File: src/rtl/lfsr_ctrl_if.sv
// Command channel into the LFSR sequencer: valid/ready handshake carrying an
// opcode (0=LOAD, 1=RUN, 2=STEP, 3=STOP) and an 8-bit argument.
interface lfsr_ctrl_if;
   logic       cmd_valid;
   logic       cmd_ready;
   logic [1:0] cmd_op;
   logic [7:0] cmd_arg;

   modport master (
      output cmd_valid,
      output cmd_op,
      output cmd_arg,
      input  cmd_ready
   );

   modport slave (
      input  cmd_valid,
      input  cmd_op,
      input  cmd_arg,
      output cmd_ready
   );
endinterface

File: src/rtl/lfsr_ctrl.sv
// Sequencer for the 8-bit LFSR pattern datapath: load/run/step/stop commands,
// prescaled shift strobes and period measurement against the seed.
// Optional LFSR_CTRL_AUTOSTOP_EN: the first period detection in RUN ends the run.
//
// state  | meaning
// -------+-----------------------------------------------------------
// S_IDLE | waiting for a command
// S_LOAD | one cycle, lfsr_load strobe copies lfsr_seed into the LFSR
// S_RUN  | free-running shifts every DIV cycles until STOP
// S_STEP | issuing a fixed number of shifts
// S_DONE | step sequence (or auto-stopped run) finished, done=1
module lfsr_ctrl #(
   parameter int unsigned DIV   = 5000000,
   parameter int unsigned PER_W = 9
) (
   input  logic             clk,
   input  logic             rst,
   lfsr_ctrl_if.slave       cmd,
   input  logic [7:0]       lfsr_q,
   output logic             lfsr_load,
   output logic [7:0]       lfsr_seed,
   output logic             lfsr_shift,
   output logic             busy,
   output logic             done,
   output logic [PER_W-1:0] period,
   output logic             period_valid
);

   typedef enum logic [2:0] {
      S_IDLE,
      S_LOAD,
      S_RUN,
      S_STEP,
      S_DONE
   } state_t;

   localparam int unsigned      PRE_W   = (DIV > 1) ? $clog2(DIV) : 1;
   localparam logic [PRE_W-1:0] PRE_MAX = PRE_W'(DIV - 1);
   localparam logic [PER_W-1:0] PER_MAX = '1;

   localparam logic [1:0] OP_LOAD = 2'd0;
   localparam logic [1:0] OP_RUN  = 2'd1;
   localparam logic [1:0] OP_STEP = 2'd2;
   localparam logic [1:0] OP_STOP = 2'd3;

   state_t           state;
   state_t           state_nxt;
   logic [PRE_W-1:0] presc;
   logic [7:0]       step_cnt;
   logic [PER_W-1:0] per_cnt;
   logic             shift_d;
   logic             accept;
   logic             idle_like;
   logic             tick;
   logic             hit;
   logic             auto_stop;
   logic             is_load;
   logic             is_start;
   logic             is_step;

   assign cmd.cmd_ready = (state == S_IDLE) || (state == S_DONE) || (state == S_RUN);
   assign accept        = cmd.cmd_valid && cmd.cmd_ready;
   assign idle_like     = (state == S_IDLE) || (state == S_DONE);

   // Commands other than STOP are swallowed while running.
   assign is_load  = accept && idle_like && (cmd.cmd_op == OP_LOAD);
   assign is_step  = accept && idle_like && (cmd.cmd_op == OP_STEP);
   assign is_start = accept && idle_like &&
                     ((cmd.cmd_op == OP_RUN) || ((cmd.cmd_op == OP_STEP) && (cmd.cmd_arg != 8'd0)));

   // lfsr_q already reflects the previous shift, so compare one cycle later.
   assign hit = shift_d && (lfsr_q == lfsr_seed);

`ifdef LFSR_CTRL_AUTOSTOP_EN
   assign auto_stop = hit && (state == S_RUN);
`else
   assign auto_stop = 1'b0;
`endif

   assign busy       = (state == S_RUN) || (state == S_STEP);
   assign done       = (state == S_DONE);
   assign lfsr_load  = (state == S_LOAD);
   assign tick       = busy && (presc == PRE_MAX) && !auto_stop;
   assign lfsr_shift = tick;

   always_ff @(posedge clk or negedge rst) begin
      if (!rst) begin
         state <= S_IDLE;
      end else begin
         state <= state_nxt;
      end
   end

   always_comb begin
      state_nxt = state;
      case (state)
         S_IDLE, S_DONE: begin
            if (accept) begin
               case (cmd.cmd_op)
                  OP_LOAD: state_nxt = S_LOAD;
                  OP_RUN:  state_nxt = S_RUN;
                  OP_STEP: state_nxt = (cmd.cmd_arg == 8'd0) ? S_DONE : S_STEP;
                  default: state_nxt = S_IDLE;
               endcase
            end
         end
         S_LOAD: state_nxt = S_IDLE;
         S_RUN: begin
            if (accept && (cmd.cmd_op == OP_STOP)) begin
               state_nxt = S_IDLE;
            end else if (auto_stop) begin
               state_nxt = S_DONE;
            end
         end
         S_STEP: begin
            if (tick && (step_cnt == 8'd1)) begin
               state_nxt = S_DONE;
            end
         end
         default: state_nxt = S_IDLE;
      endcase
   end

   always_ff @(posedge clk or negedge rst) begin
      if (!rst) begin
         lfsr_seed    <= 8'h01;
         presc        <= '0;
         step_cnt     <= 8'd0;
         per_cnt      <= '0;
         period       <= '0;
         period_valid <= 1'b0;
         shift_d      <= 1'b0;
      end else begin
         shift_d <= tick;

         // An all-zero seed would lock the LFSR, so substitute 1.
         if (is_load) begin
            lfsr_seed <= (cmd.cmd_arg == 8'd0) ? 8'h01 : cmd.cmd_arg;
         end

         if (!busy || (presc == PRE_MAX)) begin
            presc <= '0;
         end else begin
            presc <= presc + 1'b1;
         end

         if (is_step) begin
            step_cnt <= cmd.cmd_arg;
         end else if ((state == S_STEP) && tick) begin
            step_cnt <= step_cnt - 8'd1;
         end

         // A shift coinciding with detection is the first of the next period.
         if (is_start || is_load) begin
            per_cnt <= '0;
         end else if (hit) begin
            per_cnt <= tick ? PER_W'(1) : '0;
         end else if (tick && (per_cnt != PER_MAX)) begin
            per_cnt <= per_cnt + 1'b1;
         end

         if (is_load) begin
            period_valid <= 1'b0;
         end else if (hit) begin
            period       <= per_cnt;
            period_valid <= 1'b1;
         end
      end
   end

endmodule

File: src/flat_wrapper.sv
// flat-port wrapper written by rule: the top's interface ports become plain ports
module lfsr_ctrl_flat 
#(
   parameter int unsigned DIV   = 5000000,
   parameter int unsigned PER_W = 9
)
  (clk, rst, lfsr_q, lfsr_load, lfsr_seed, lfsr_shift, busy, done, period, period_valid, cmd_cmd_valid, cmd_cmd_op, cmd_cmd_arg, cmd_cmd_ready);
  lfsr_ctrl_if cmd_i ();
  input  logic clk;
  input  logic rst;
  input  logic [7:0] lfsr_q;
  output logic lfsr_load;
  output logic [7:0] lfsr_seed;
  output logic lfsr_shift;
  output logic busy;
  output logic done;
  output logic [PER_W-1:0] period;
  output logic period_valid;
  input wire logic [$bits(cmd_i.cmd_valid)-1:0] cmd_cmd_valid;
  input wire logic [$bits(cmd_i.cmd_op)-1:0] cmd_cmd_op;
  input wire logic [$bits(cmd_i.cmd_arg)-1:0] cmd_cmd_arg;
  output wire logic [$bits(cmd_i.cmd_ready)-1:0] cmd_cmd_ready;
  assign cmd_i.cmd_valid = cmd_cmd_valid;
  assign cmd_i.cmd_op = cmd_cmd_op;
  assign cmd_i.cmd_arg = cmd_cmd_arg;
  assign cmd_cmd_ready = cmd_i.cmd_ready;
  lfsr_ctrl #(.DIV(DIV), .PER_W(PER_W)) u_core (.clk(clk), .rst(rst), .cmd(cmd_i), .lfsr_q(lfsr_q), .lfsr_load(lfsr_load), .lfsr_seed(lfsr_seed), .lfsr_shift(lfsr_shift), .busy(busy), .done(done), .period(period), .period_valid(period_valid));
endmodule
File: config.mk
export PLATFORM = sky130hd
export DESIGN_NAME = lfsr_ctrl_flat
export DESIGN_NICKNAME = d
export VERILOG_FILES = /design/src/rtl/lfsr_ctrl_if.sv /design/src/rtl/lfsr_ctrl.sv /design/src/flat_wrapper.sv
export SDC_FILE = /design/constraint.sdc
export NUM_CORES = 1
export LEC_CHECK = 0
export ABC_AREA = 1
export BUFFER_PORTS_ARGS = -buffer_cell sky130_fd_sc_hd__buf_2
export CAP_MARGIN = 20
export CELL_PAD_IN_SITES_DETAIL_PLACEMENT = 1
export CELL_PAD_IN_SITES_GLOBAL_PLACEMENT = 1
export CORE_AREA = 4 4 113 115
export CTS_CLUSTER_SIZE = 14
export DETAILED_ROUTE_END_ITERATION = 8
export DIE_AREA = 0 0 117 119
export GPL_TIMING_DRIVEN = 0
export PLACE_DENSITY = 0.61
export SYNTH_ARGS = -nofsm -noshare
export SYNTH_HDL_FRONTEND = slang
export SYNTH_SLANG_ARGS = --single-unit
File: constraint.sdc
create_clock -name clk -period 4 [get_ports clk]
set_input_delay 0.8 -clock clk [delete_from_list [all_inputs] [get_ports clk]]
set_output_delay 0.8 -clock clk [all_outputs]
set_load 0.1 [all_outputs]
== After elaboration in Yosys (flattened, before gate mapping) ==
Index checks and enable logic that the tools add are counted.

* Register bits after elaboration: 62

* $add $sub $neg: 3
* Equal/unequal tests: 14
* Mux-type cells: 16
* Bitwise operators: 1
* Reduce and logical (&&, ||, !) cells: 29

{| class="wikitable"
|+ Operators by type and width
! operator !! count
|-
| 9-bit two-way mux || 3
|-
| 8-bit two-way mux || 3
|-
| 23-bit by 1-bit adder with 23-bit output, second input constant || 1
|-
| 23-bit == test, second input constant || 1
|-
| 23-bit two-way mux || 1
|-
| 3-bit case mux with 3 select lines || 2
|-
| 1-bit logical AND || 12
|-
| 3-bit two-way mux || 4
|-
| 9-bit by 1-bit adder with 9-bit output, second input constant || 1
|-
| 9-bit != test, second input constant || 1
|-
| 8-bit by 1-bit == test with 1-bit output, second input constant || 1
|-
| 8-bit == test || 1
|-
| 8-bit logical NOT || 1
|-
| 8-bit nonzero test || 1
|-
| 8-bit by 1-bit subtractor with 8-bit output, second input constant || 1
|-
| 3-bit by 2-bit == test with 1-bit output, second input constant || 2
|-
| 1-bit logical OR || 6
|-
| 2-bit == test, second input constant || 2
|-
| 2-bit != test, second input constant || 2
|-
| 2-bit nonzero test || 2
|-
| 3-bit by 1-bit == test with 1-bit output, second input constant || 1
|-
| 3-bit == test, second input constant || 1
|-
| 3-bit logical NOT || 1
|-
| 1-bit two-way mux || 3
|-
| 9 further kinds || 9
|}

== Depth between registers and ports, before layout ==
Gate-level depths: netlist (run 1).

* Word-level depth: 8
* Gate-level depth with buffers: 11
* Depth with buffers taken out: 11

== Worst setup path before layout (run 1) ==
Ideal clock, no wire load.

* Kind: flip-flop to output port
* From: register u_core.state[2]
* To: output lfsr_load
* Arrival: 2.501 ns
* Data required time: 3.200 ns
* Setup slack: 0.699 ns
* Cell stages (with the launch flop): 2
* Buffers on the path: 0
* Cells stage by stage: dfrtp_1 nor3_1

* Longest elaborated chain between the ends: 1

{| class="wikitable"
|+ Ends and longest elaborated chain
! item !! RTL line !! RTL
|-
| start: declaration || lfsr_ctrl.sv:46 || <nowiki>state_t state;</nowiki>
|-
| start signal: assignment || lfsr_ctrl.sv:90 || <nowiki>state <= state_nxt;</nowiki>
|-
| 3-bit by 1-bit == test with 1-bit output || lfsr_ctrl.sv:82 || <nowiki>assign lfsr_load = (state == S_LOAD);</nowiki>
|-
| end: declaration || flat_wrapper.sv:12 || <nowiki>output logic lfsr_load;</nowiki>
|}

No other way between the ends.

== Worst setup path in the final report (run 1) ==
* From: register u_core.presc[0]
* To: output lfsr_shift

* Longest elaborated chain between the ends: 2

{| class="wikitable"
|+ Ends and longest elaborated chain
! item !! RTL line !! RTL
|-
| start: declaration || lfsr_ctrl.sv:48 || <nowiki>logic [PRE_W-1:0] presc;</nowiki>
|-
| start signal: assignment || lfsr_ctrl.sv:144 || <nowiki>presc <= presc + 1'b1;</nowiki>
|-
| 23-bit == test || lfsr_ctrl.sv:83 || <nowiki>assign tick = busy && (presc == PRE_MAX) && !auto_stop;</nowiki>
|-
| 1-bit logical AND || lfsr_ctrl.sv:83 ||
|-
| end: declaration || flat_wrapper.sv:14 || <nowiki>output logic lfsr_shift;</nowiki>
|}

No other way between the ends.

==> results_dict.tcl, run 1 <==
set metrics [dict create \
    tritoncts "yes" \
    synth_area_per_cell_um2 7.22 \
    clkSinkCount 62 \
    num_antenna_cells 0 \
    timing.rr.start "u_core.per_cnt[0]$_DFFE_PN0P_" \
    fin_setup_tns_ns 0 \
    cp_slowest_cell "buf_2" \
    cts_buffer_depth 2 \
    critPathLaunchType "flip-flop" \
    core_um2 11800 \
    io_buffers 43 \
    cts_root_buffer "clkbuf_16" \
    p_leak_uw 0.00213 \
    rows 40 \
    worstSetupEndpointType "primary output" \
    async_flop_share_pct 100 \
    synth-edff-count 0 \
    hp-class "reg -> reg" \
    vias 3561 \
    multi_input_area_um2 1850 \
    crit_chain "ha_1, nand2_2, inv_2, nand2_2, nor2_2, nand3_2, nor2_4, buf_2" \
    first_pass_iters 4 \
    wirelength_um 11000 \
    path_buf_inv 2 \
    seqPwrFrac_pct 31.3 \
    ys_seq_elements 62 \
    seq_area_um2 1550 \
    ys.flop_type "dfrtp_1" \
    rsz0062_at_grt "false" \
    track_usage_pct 17.0 \
    htree_levels 3 \
    cp_max_fo 4 \
    worst_pin_slew_ns 0.858 \
    cts_inserted_buffers 9 \
    drv_cap 0 \
    die_area_um2 13900 \
    p_clk_share_pct 27.5 \
    initial_utilization_pct 31.6 \
    cellInternalPower_uw 1390 \
    critPathMostFrequentCell "nand2_2" \
    finalCritPeriodShare_pct 75.4 \
    setup_violations 0 \
    yosysMostFrequentCell "nand2_1" \
    cts.repair.resized 0 \
    wl_per_cell_um 15.2 \
    cts.clk_slew.worst_paths_ns 0.05 \
    clock_latency_ns 0.34 \
    synth_top_area_cell "dfrtp_1" \
    grt_max_degree 63 \
    synth_cells 517 \
    final-max-slew-violation-count 0 \
    critPathKind "reg -> out" \
    holdPathStages 2 \
    final_hold_viol_count 0 \
    rrSetupSlack_ns 1.84 \
    grt_antenna_before_repair 0 \
    skew_ns 0.00527 \
    synth_area_leaders "dfrtp_1, nand2_1, nor2_1" \
    layout-drive-gt1-share_pct 16.8 \
    fill_cells 1495 \
    p_switching_uw 1210 \
    die_x_um 117 \
    fmax_mhz 332 \
    vdd_drop_max_mv 0.297 \
    grt_pass1_vias 3715 \
    post-dp-hpwl_um 8490 \
    arrival_ns 2.22 \
    pwr-share-comb_pct 41.2 \
    ant_nets 0 \
    reg2reg_to "u_core.per_cnt[1]$_DFFE_PN0P_" \
    place.gp.congestion 0.846 \
    ys_seq_area_share_pct 41.6 \
    finalNetCount 597 \
    synth_cell_types 31 \
    cellPowerDensity_nw_per_um2 591 \
    holdPathEnd "u_core.period[5]$_DFFE_PN0P_" \
    yosys.area.top_type_share_pct 40.9 \
    die_h_um 119 \
    syn_area_um2 3730 \
    utilization_pct 37.3 \
    reg2reg_depth 10 \
    io_pins 44 \
    synth_top_cells_by_count "nand2_1, nor2_1, inv_1, dfrtp_1, nand3_1" \
    initialDrtViolationCount 157 \
    swShare_pct 46.6 \
    grt_overflow 0 \
    timing.hold.ws_ns 0.476 \
    via_per_inst 4.93 \
    ys_warn_count 0 \
    drc 0 \
    cts_setup_buffers 0 \
    relSlewSlack_pct 42.8 \
    path_delay_family "simple AND/OR/NAND/NOR gates" \
    layout_min_cycle_time_ns 3.02 \
    critPathMaxStageDelay_ns 0.45 \
    min_from "u_core.period[5]$_DFFE_PN0P_" \
    worstPathRequired_ns 3.20 \
    synth_nets 543 \
    cts_hold_buf 0 \
    grt_pass1_wl_um 18600 \
    status "complete, no violations" \
    area_delta_synth_final_pct 18.0 \
]
-- registers in the layout, summed over array words and instances, names as in the netlist --
signal,count
u_core.per_cnt,9
u_core.state,3
u_core.period_valid,1
u_core.shift_d,1
u_core.lfsr_seed,8
u_core.period,9
u_core.presc,23
u_core.step_cnt,8
-- cell usage in the layout, fill, tap and decap left out, drive strengths merged, types with 6 or more instances in the layout --
cell	Yosys	layout
nand2	141	141
nor2	88	88
inv	77	77
dfrtp	61	61
buf	7	50
nand3	33	33
nand4	25	25
o21ai	23	23
xor2	17	17
nor3	12	12
clkbuf	0	12
a21oi	6	6
o211ai	6	6
-- metal layers --
metal | up-vias | part of all wire [%] | GRT usage, %
met3 | 12 | 3.7 | 3.51
li1 | 1748 | - | -
met2 | 50 | 47 | 26.6
met1 | 1751 | 47 | 22.7
met4 | 0 | 1.7 | 7.17
met5 | - | 0 | 0
-- kinds of logic after synthesis --
group | count (synthesis) | synth area share (%)
and+or+nand+nor | 306 | 37.1
buffers and inverters | 84 | 8.82
adders and majority gates | 5 | 1.68
xor gates and xnor gates | 20 | 4.69
DFF | 62 | 41.6
AOI/OAI and AO/OA | 40 | 6.13
-- layout make-up --
class                      instances  share of cell area [%]
clock buffer                      12                    5.60
multi-input combinational        371                    42.0
inverter                          77                    6.56
tap                              147                    4.18
buffer                             7                   0.909
timing repair buffer              43                    4.94
clock inverter                     4                   0.512
sequential                        62                    35.3
-- worst max-delay path by stage --
stage                                     start    endpoint  depth (start not counted)
floorplan           u_core.state[2]$_DFFE_PN0P_   lfsr_load                          1
global placement      u_core.presc[0]$_DFF_PN0_  lfsr_shift                          8
detailed placement    u_core.presc[0]$_DFF_PN0_  lfsr_shift                          8
CTS                   u_core.presc[0]$_DFF_PN0_  lfsr_shift                          8
global route          u_core.presc[0]$_DFF_PN0_  lfsr_shift                          8
finish                u_core.presc[0]$_DFF_PN0_  lfsr_shift                          8
-- power by group through the flow --
stage,clock (uW),combinational [uW],sequential (uW)
after CTS,747,1090,817
after global placement,0,1070,823
after global routing,773,1180,830
final,716,1070,814
after floorplan,0,561,1110
after detailed placement,0,1080,828
-- metrics by stage --
stage / instances / area (um^2) / total power, uW / setup slack (ns)
3_5_place_dp: 707 / 4130 / 1910 / 1.31
2_1_floorplan: 517 / 3730 / 1670 / 0.699
3_3_place_gp: 707 / 4130 / 1890 / 1.35
4_1_cts: 723 / 4400 / 2650 / 0.949
6_report: 723 / 4400 / 2600 / 0.984
5_1_grt: 723 / 4400 / 2780 / 0.816
-- worst reg2reg max path: cells and delay by family, from the launching register on --
family | cells | cell delay, ns
AOI/OAI and AO/OA | 1 | 0.20
DFF | 1 | 0.44
adders and majority gates | 2 | 0.45
and+or+nand+nor | 5 | 0.83
buffers and inverters | 2 | 0.16
Note: power is estimated with default switching activity, not from simulation.
==> run 2: changes to the inputs <==
clock period = 2.9 ns   (was 4 ns; I/O delays follow)
==> run 2 against run 1 <==
Compared with the run above: cell count unchanged; final area grew 1.9%; clock power rose by 79%; sequential power is 39% higher; sequential share of layout area shrank 0.66 points; first-iteration DRC count rose by 7.0%; die area did not move.
==> results_dict.tcl, run 2 (synthesized netlist as in run 1, its figures left out) <==
set metrics [dict create \
    grt_pass1_vias 3643 \
    place.gp.congestion 0.841 \
    cts_inserted_buffers 9 \
    final_common_cell "nand2_1" \
    relSlewSlack_pct 43.7 \
    fmax_mhz 371 \
    area_delta_synth_final_pct 20.2 \
    worstPathRequired_ns 2.32 \
    rsz0062_at_grt "false" \
    grt_antenna_before_repair 0 \
    die_area_um2 13900 \
    critPathLaunchType "flip-flop" \
    critPathKind "reg -> out" \
    vias 3512 \
    final-max-slew-violation-count 0 \
    top_register "u_core.presc" \
    tritoncts "yes" \
    clock_latency_ns 0.34 \
    fill_cells 1494 \
    setup_violations 0 \
    initialDrtViolationCount 168 \
    cts_buffer_depth 2 \
    die_h_um 119 \
    track_usage_pct 16.8 \
    fin_setup_tns_ns 0 \
    hp-class "in -> async" \
    multi_input_area_um2 1860 \
    ant_nets 0 \
    cts_root_buffer "clkbuf_16" \
    worst_pin_slew_ns 0.844 \
    arrival_ns 2.12 \
    io_pins 44 \
    die_x_um 117 \
    drv_cap 0 \
    layout-drive-gt1-share_pct 17.4 \
    cts_setup_buffers 0 \
    io_buffers 43 \
    via_per_inst 4.86 \
    wl_per_cell_um 15.1 \
    largest_reg_flops 23 \
    pre_cts_slack_ns 0.450 \
    post-dp-hpwl_um 8490 \
    cts.clk_slew.worst_paths_ns 0.06 \
    rows 40 \
    worstSetupEndpointType "primary output" \
    cp_max_fo 4 \
    core_um2 11800 \
    seq_area_um2 1550 \
    num_antenna_cells 0 \
    top_regs "u_core.presc: 23 flops, u_core.per_cnt: 9 flops, u_core.period: 9 flops" \
    skew_ns 0.00781 \
    finalCritPeriodShare_pct 93.0 \
    initial_utilization_pct 31.6 \
    final_cell_mix "nand2_1, nor2_1, inv_1, dfrtp_1, buf_2" \
    finalNetCount 597 \
    grt_overflow 0 \
    cellPowerDensity_nw_per_um2 866 \
    status "complete, no violations" \
    p_leak_uw 0.00217 \
    first_pass_iters 4 \
    wirelength_um 10900 \
    grt_max_degree 63 \
    vdd_drop_max_mv 0.495 \
    layout_min_cycle_time_ns 2.70 \
    fin_ws_ns 0.203 \
    clkSinkCount 62 \
    grt_pass1_wl_um 18200 \
    final_hold_viol_count 0 \
    htree_levels 3 \
    drc 0 \
]
run 2: where the power goes:
group          internal, uW  switching [uW]  leakage (uW)  total (uW)
logic                   305            1180       0.00117        1480
clock network           844             432      0.000166        1280
registers              1020             111      0.000834        1130
run 2: layout make-up:
cell class,instances,area share (%)
Buffer,7,0.892
Clock buffer,9,5.02
Clock inverter,7,2.68
Inverter,77,6.44
Multi-Input combinational cell,371,41.4
Sequential cell,62,34.6
Tap cell,147,4.10
Timing Repair Buffer,43,4.91
run 2: per-stage QoR:
stage / total power, uW / area, um^2 / hold WS, ns / instances / utilization, %
3_3_place_gp: 2610 / 4140 / 0.464 / 707 / 35.0
6_report: 3880 / 4490 / 0.345 / 723 / 38.0
2_1_floorplan: 2310 / 3740 / 0.284 / 517 / -
4_1_cts: 3940 / 4480 / 0.381 / 723 / 38.0
3_5_place_dp: 2640 / 4140 / 0.476 / 707 / 35.0
5_1_grt: 4120 / 4490 / 0.420 / 723 / 38.0
run 2: what timing repair did:
action / CTS / global route
hold buffers: 0 / 0
resized for setup: 0 / 1
endpoints found under the setup margin: 0 / 1
run 2: path summary, 6_finish.rpt:
check | cells past startpoint | end | slack (ns) | startpoint
max in group asynchronous | 1 | u_core.presc[2]$_DFF_PN0_ | 1.99 | rst
worst max-delay path | 8 | lfsr_shift | 0.20 | u_core.presc[0]$_DFF_PN0_
worst max register to register | 11 | u_core.per_cnt[0]$_DFFE_PN0P_ | 0.79 | u_core.per_cnt[0]$_DFFE_PN0P_
worst min register to register | 2 | u_core.period[2]$_DFFE_PN0P_ | 0.48 | u_core.period[2]$_DFFE_PN0P_
worst min-delay path | 1 | u_core.presc[16]$_DFF_PN0_ | 0.34 | rst
min in group clk | 2 | u_core.period[2]$_DFFE_PN0P_ | 0.48 | u_core.period[2]$_DFFE_PN0P_
run 2: critical path, cell delays in order (launching register included):
cell and delay (ns):
dfrtp_1 0.40, ha_1 0.24, nand2_2 0.09, inv_2 0.07
nand2_2 0.10, nor2_2 0.14, nand3_2 0.20, nor2_4 0.19
clkbuf_4 0.35
run 2: per-layer routing:
layer,part of all wire (%),wire [um],GRT usage (%),vias up
met5,0,0,0,-
met3,3.0,329,3.05,16
met4,1.9,203,7.03,0
met1,47,5180,22.5,1696
li1,-,-,-,1749
met2,48,5200,26.5,51
==> run 3: changes to the inputs <==
CORE_AREA = 2 2 111 113   (was 4 4 113 115)
DIE_AREA = 0 0 113 115   (was 0 0 117 119)
==> run 3 against run 2 <==
Compared with the run above: the flow now finishes with violations (design-rule violations); sequential power is essentially flat; worst hold slack is essentially flat; critical path depth is the same; via count shrank 0.14%; cell count is the same; maximum frequency grew 1.3%; clock-buffer cell count grew 1; register-to-register slack gained 0.02 ns; sequential cell count is the same; first-iteration DRC count shrank 8.3%; sequential share of layout area shrank 0.13 points; die area shrank 6.7%; critical path type unchanged; critical endpoint unchanged; largest cell class unchanged.
==> results_dict.tcl, run 3 (synthesized netlist as in run 1, its figures left out) <==
set metrics [dict create \
    cts_setup_buffers 0 \
    setup_violations 0 \
    num_antenna_cells 0 \
    status "finished, violations left" \
    finalNetCount 597 \
    cts.clk_slew.worst_paths_ns 0.05 \
    cts.repair.resized 0 \
    worst_pin_slew_ns 0.828 \
    rsz0062_at_grt "false" \
    violations "design-rule violations" \
    htree_levels 3 \
    p_leak_uw 0.00218 \
    grt_pass1_vias 3828 \
    die_area_um2 13000 \
    multi_input_area_um2 1860 \
    vdd_drop_max_mv 0.324 \
    hp-class "in -> async" \
    grt_overflow 0 \
    area_delta_synth_final_pct 20.7 \
    pwr-share-comb_pct 37.7 \
    fmax_mhz 376 \
    final_hold_viol_count 0 \
    top_register "u_core.presc" \
    cellPowerDensity_nw_per_um2 875 \
    cellInternalPower_uw 2250 \
    vias 3507 \
    drc 6 \
    arrival_ns 2.08 \
    io_pins 44 \
    die_x_um 113 \
    initialDrtViolationCount 154 \
    via_per_inst 4.85 \
    track_usage_pct 17.9 \
    initial_utilization_pct 31.6 \
    die_h_um 115 \
    fin_setup_tns_ns 0 \
    final_cell_mix "nand2_1, nor2_1, inv_1, dfrtp_1, buf_2" \
    seqPwrFrac_pct 28.5 \
    place.gp.congestion 0.828 \
    cp_max_fo 4 \
    worstSetupEndpointType "primary output" \
    p_switching_uw 1690 \
    cts_buffer_depth 2 \
    first_pass_iters 6 \
    final-max-slew-violation-count 0 \
    ant_nets 0 \
    grt_pass1_wl_um 18300 \
    layout-drive-gt1-share_pct 17.2 \
    fill_cells 1490 \
    design_area_um2 4500 \
    swShare_pct 43.0 \
    final_common_cell "nand2_1" \
    post-dp-hpwl_um 8420 \
    utilization_pct 38.1 \
    core_um2 11800 \
    clock_latency_ns 0.34 \
    io_buffers 43 \
    skew_ns 0.00813 \
    top_regs "u_core.presc: 23 flops, u_core.per_cnt: 9 flops, u_core.period: 9 flops" \
    relSlewSlack_pct 44.8 \
    seq_area_um2 1550 \
    grt_max_degree 63 \
    cts_root_buffer "clkbuf_16" \
    layout_min_cycle_time_ns 2.66 \
    tritoncts "yes" \
    rows 40 \
    finalCritPeriodShare_pct 91.8 \
    clkSinkCount 62 \
    wirelength_um 10800 \
    grt_antenna_before_repair 0 \
    drv_cap 0 \
    placed_area_um2 4140 \
    worstPathRequired_ns 2.32 \
    largest_reg_flops 23 \
    critPathLaunchType "flip-flop" \
    cts_inserted_buffers 9 \
    cts_hold_buf 0 \
    p_clk_share_pct 33.8 \
    critPathKind "reg -> out" \
    wl_per_cell_um 14.9 \
]
[run 3: layout make-up]
| type | count | area share (%) |
|---|---|---|
| inverters | 77 | 6.42 |
| clock buffers | 10 | 5.08 |
| well taps | 147 | 4.08 |
| plain buffers | 7 | 0.889 |
| multi-input cells | 371 | 41.2 |
| repair buffers | 43 | 4.89 |
| clock inverters | 6 | 2.97 |
| flip-flops and latches | 62 | 34.5 |
[run 3: critical path, stage by stage (launching register included)]
cell      delay, ns
dfrtp_1        0.39
ha_1           0.23
nand2_2        0.09
inv_2          0.07
nand2_2        0.09
nor2_2         0.13
nand3_2        0.19
nor2_4         0.18
clkbuf_4       0.36
[run 3: power by group through the flow]
stage	clock network (uW)	logic, uW	registers (uW)
2_1_floorplan	0	777	1530
3_5_place_dp	0	1500	1140
4_1_cts	1380	1510	1130
3_3_place_gp	0	1470	1130
6_report	1330	1490	1120
5_1_grt	1400	1630	1150
[run 3: worst paths after layout]
path	slack [ns]	endpoint	depth (start not counted)	from
max	0.24	lfsr_shift	8	u_core.presc[0]$_DFF_PN0_
min	0.34	u_core.step_cnt[4]$_DFFE_PN0P_	1	rst
max reg2reg	0.81	u_core.per_cnt[1]$_DFFE_PN0P_	10	u_core.per_cnt[0]$_DFFE_PN0P_
min reg2reg	0.47	u_core.period[3]$_DFFE_PN0P_	2	u_core.period[3]$_DFFE_PN0P_
max in group asynchronous	2.01	u_core.period[2]$_DFFE_PN0P_	1	rst
min in group clk	0.47	u_core.period[3]$_DFFE_PN0P_	2	u_core.period[3]$_DFFE_PN0P_
[run 3: metal layers]
| layer | vias to the layer above | part of all wire, % | track usage (%) | routed length [um] |
|---|---|---|---|---|
| met5 | - | 0 | 0 | 0 |
| met4 | 0 | 2.2 | 7.97 | 234 |
| met3 | 16 | 3.8 | 2.90 | 407 |
| met2 | 52 | 47 | 30.2 | 5090 |
| met1 | 1690 | 47 | 22.7 | 5070 |
| li1 | 1749 | - | - | - |
[run 3: metrics by stage]
stage                     instances  total power, uW  hold slack (ns)  worst slack (ns)
after floorplan                 517             2310            0.284             0.195
after global placement          707             2610            0.464             0.474
after detailed placement        707             2640            0.467             0.463
after CTS                       723             4010            0.383            0.0941
after global routing            723             4180            0.423            0.0565
final                           723             3940            0.344             0.238
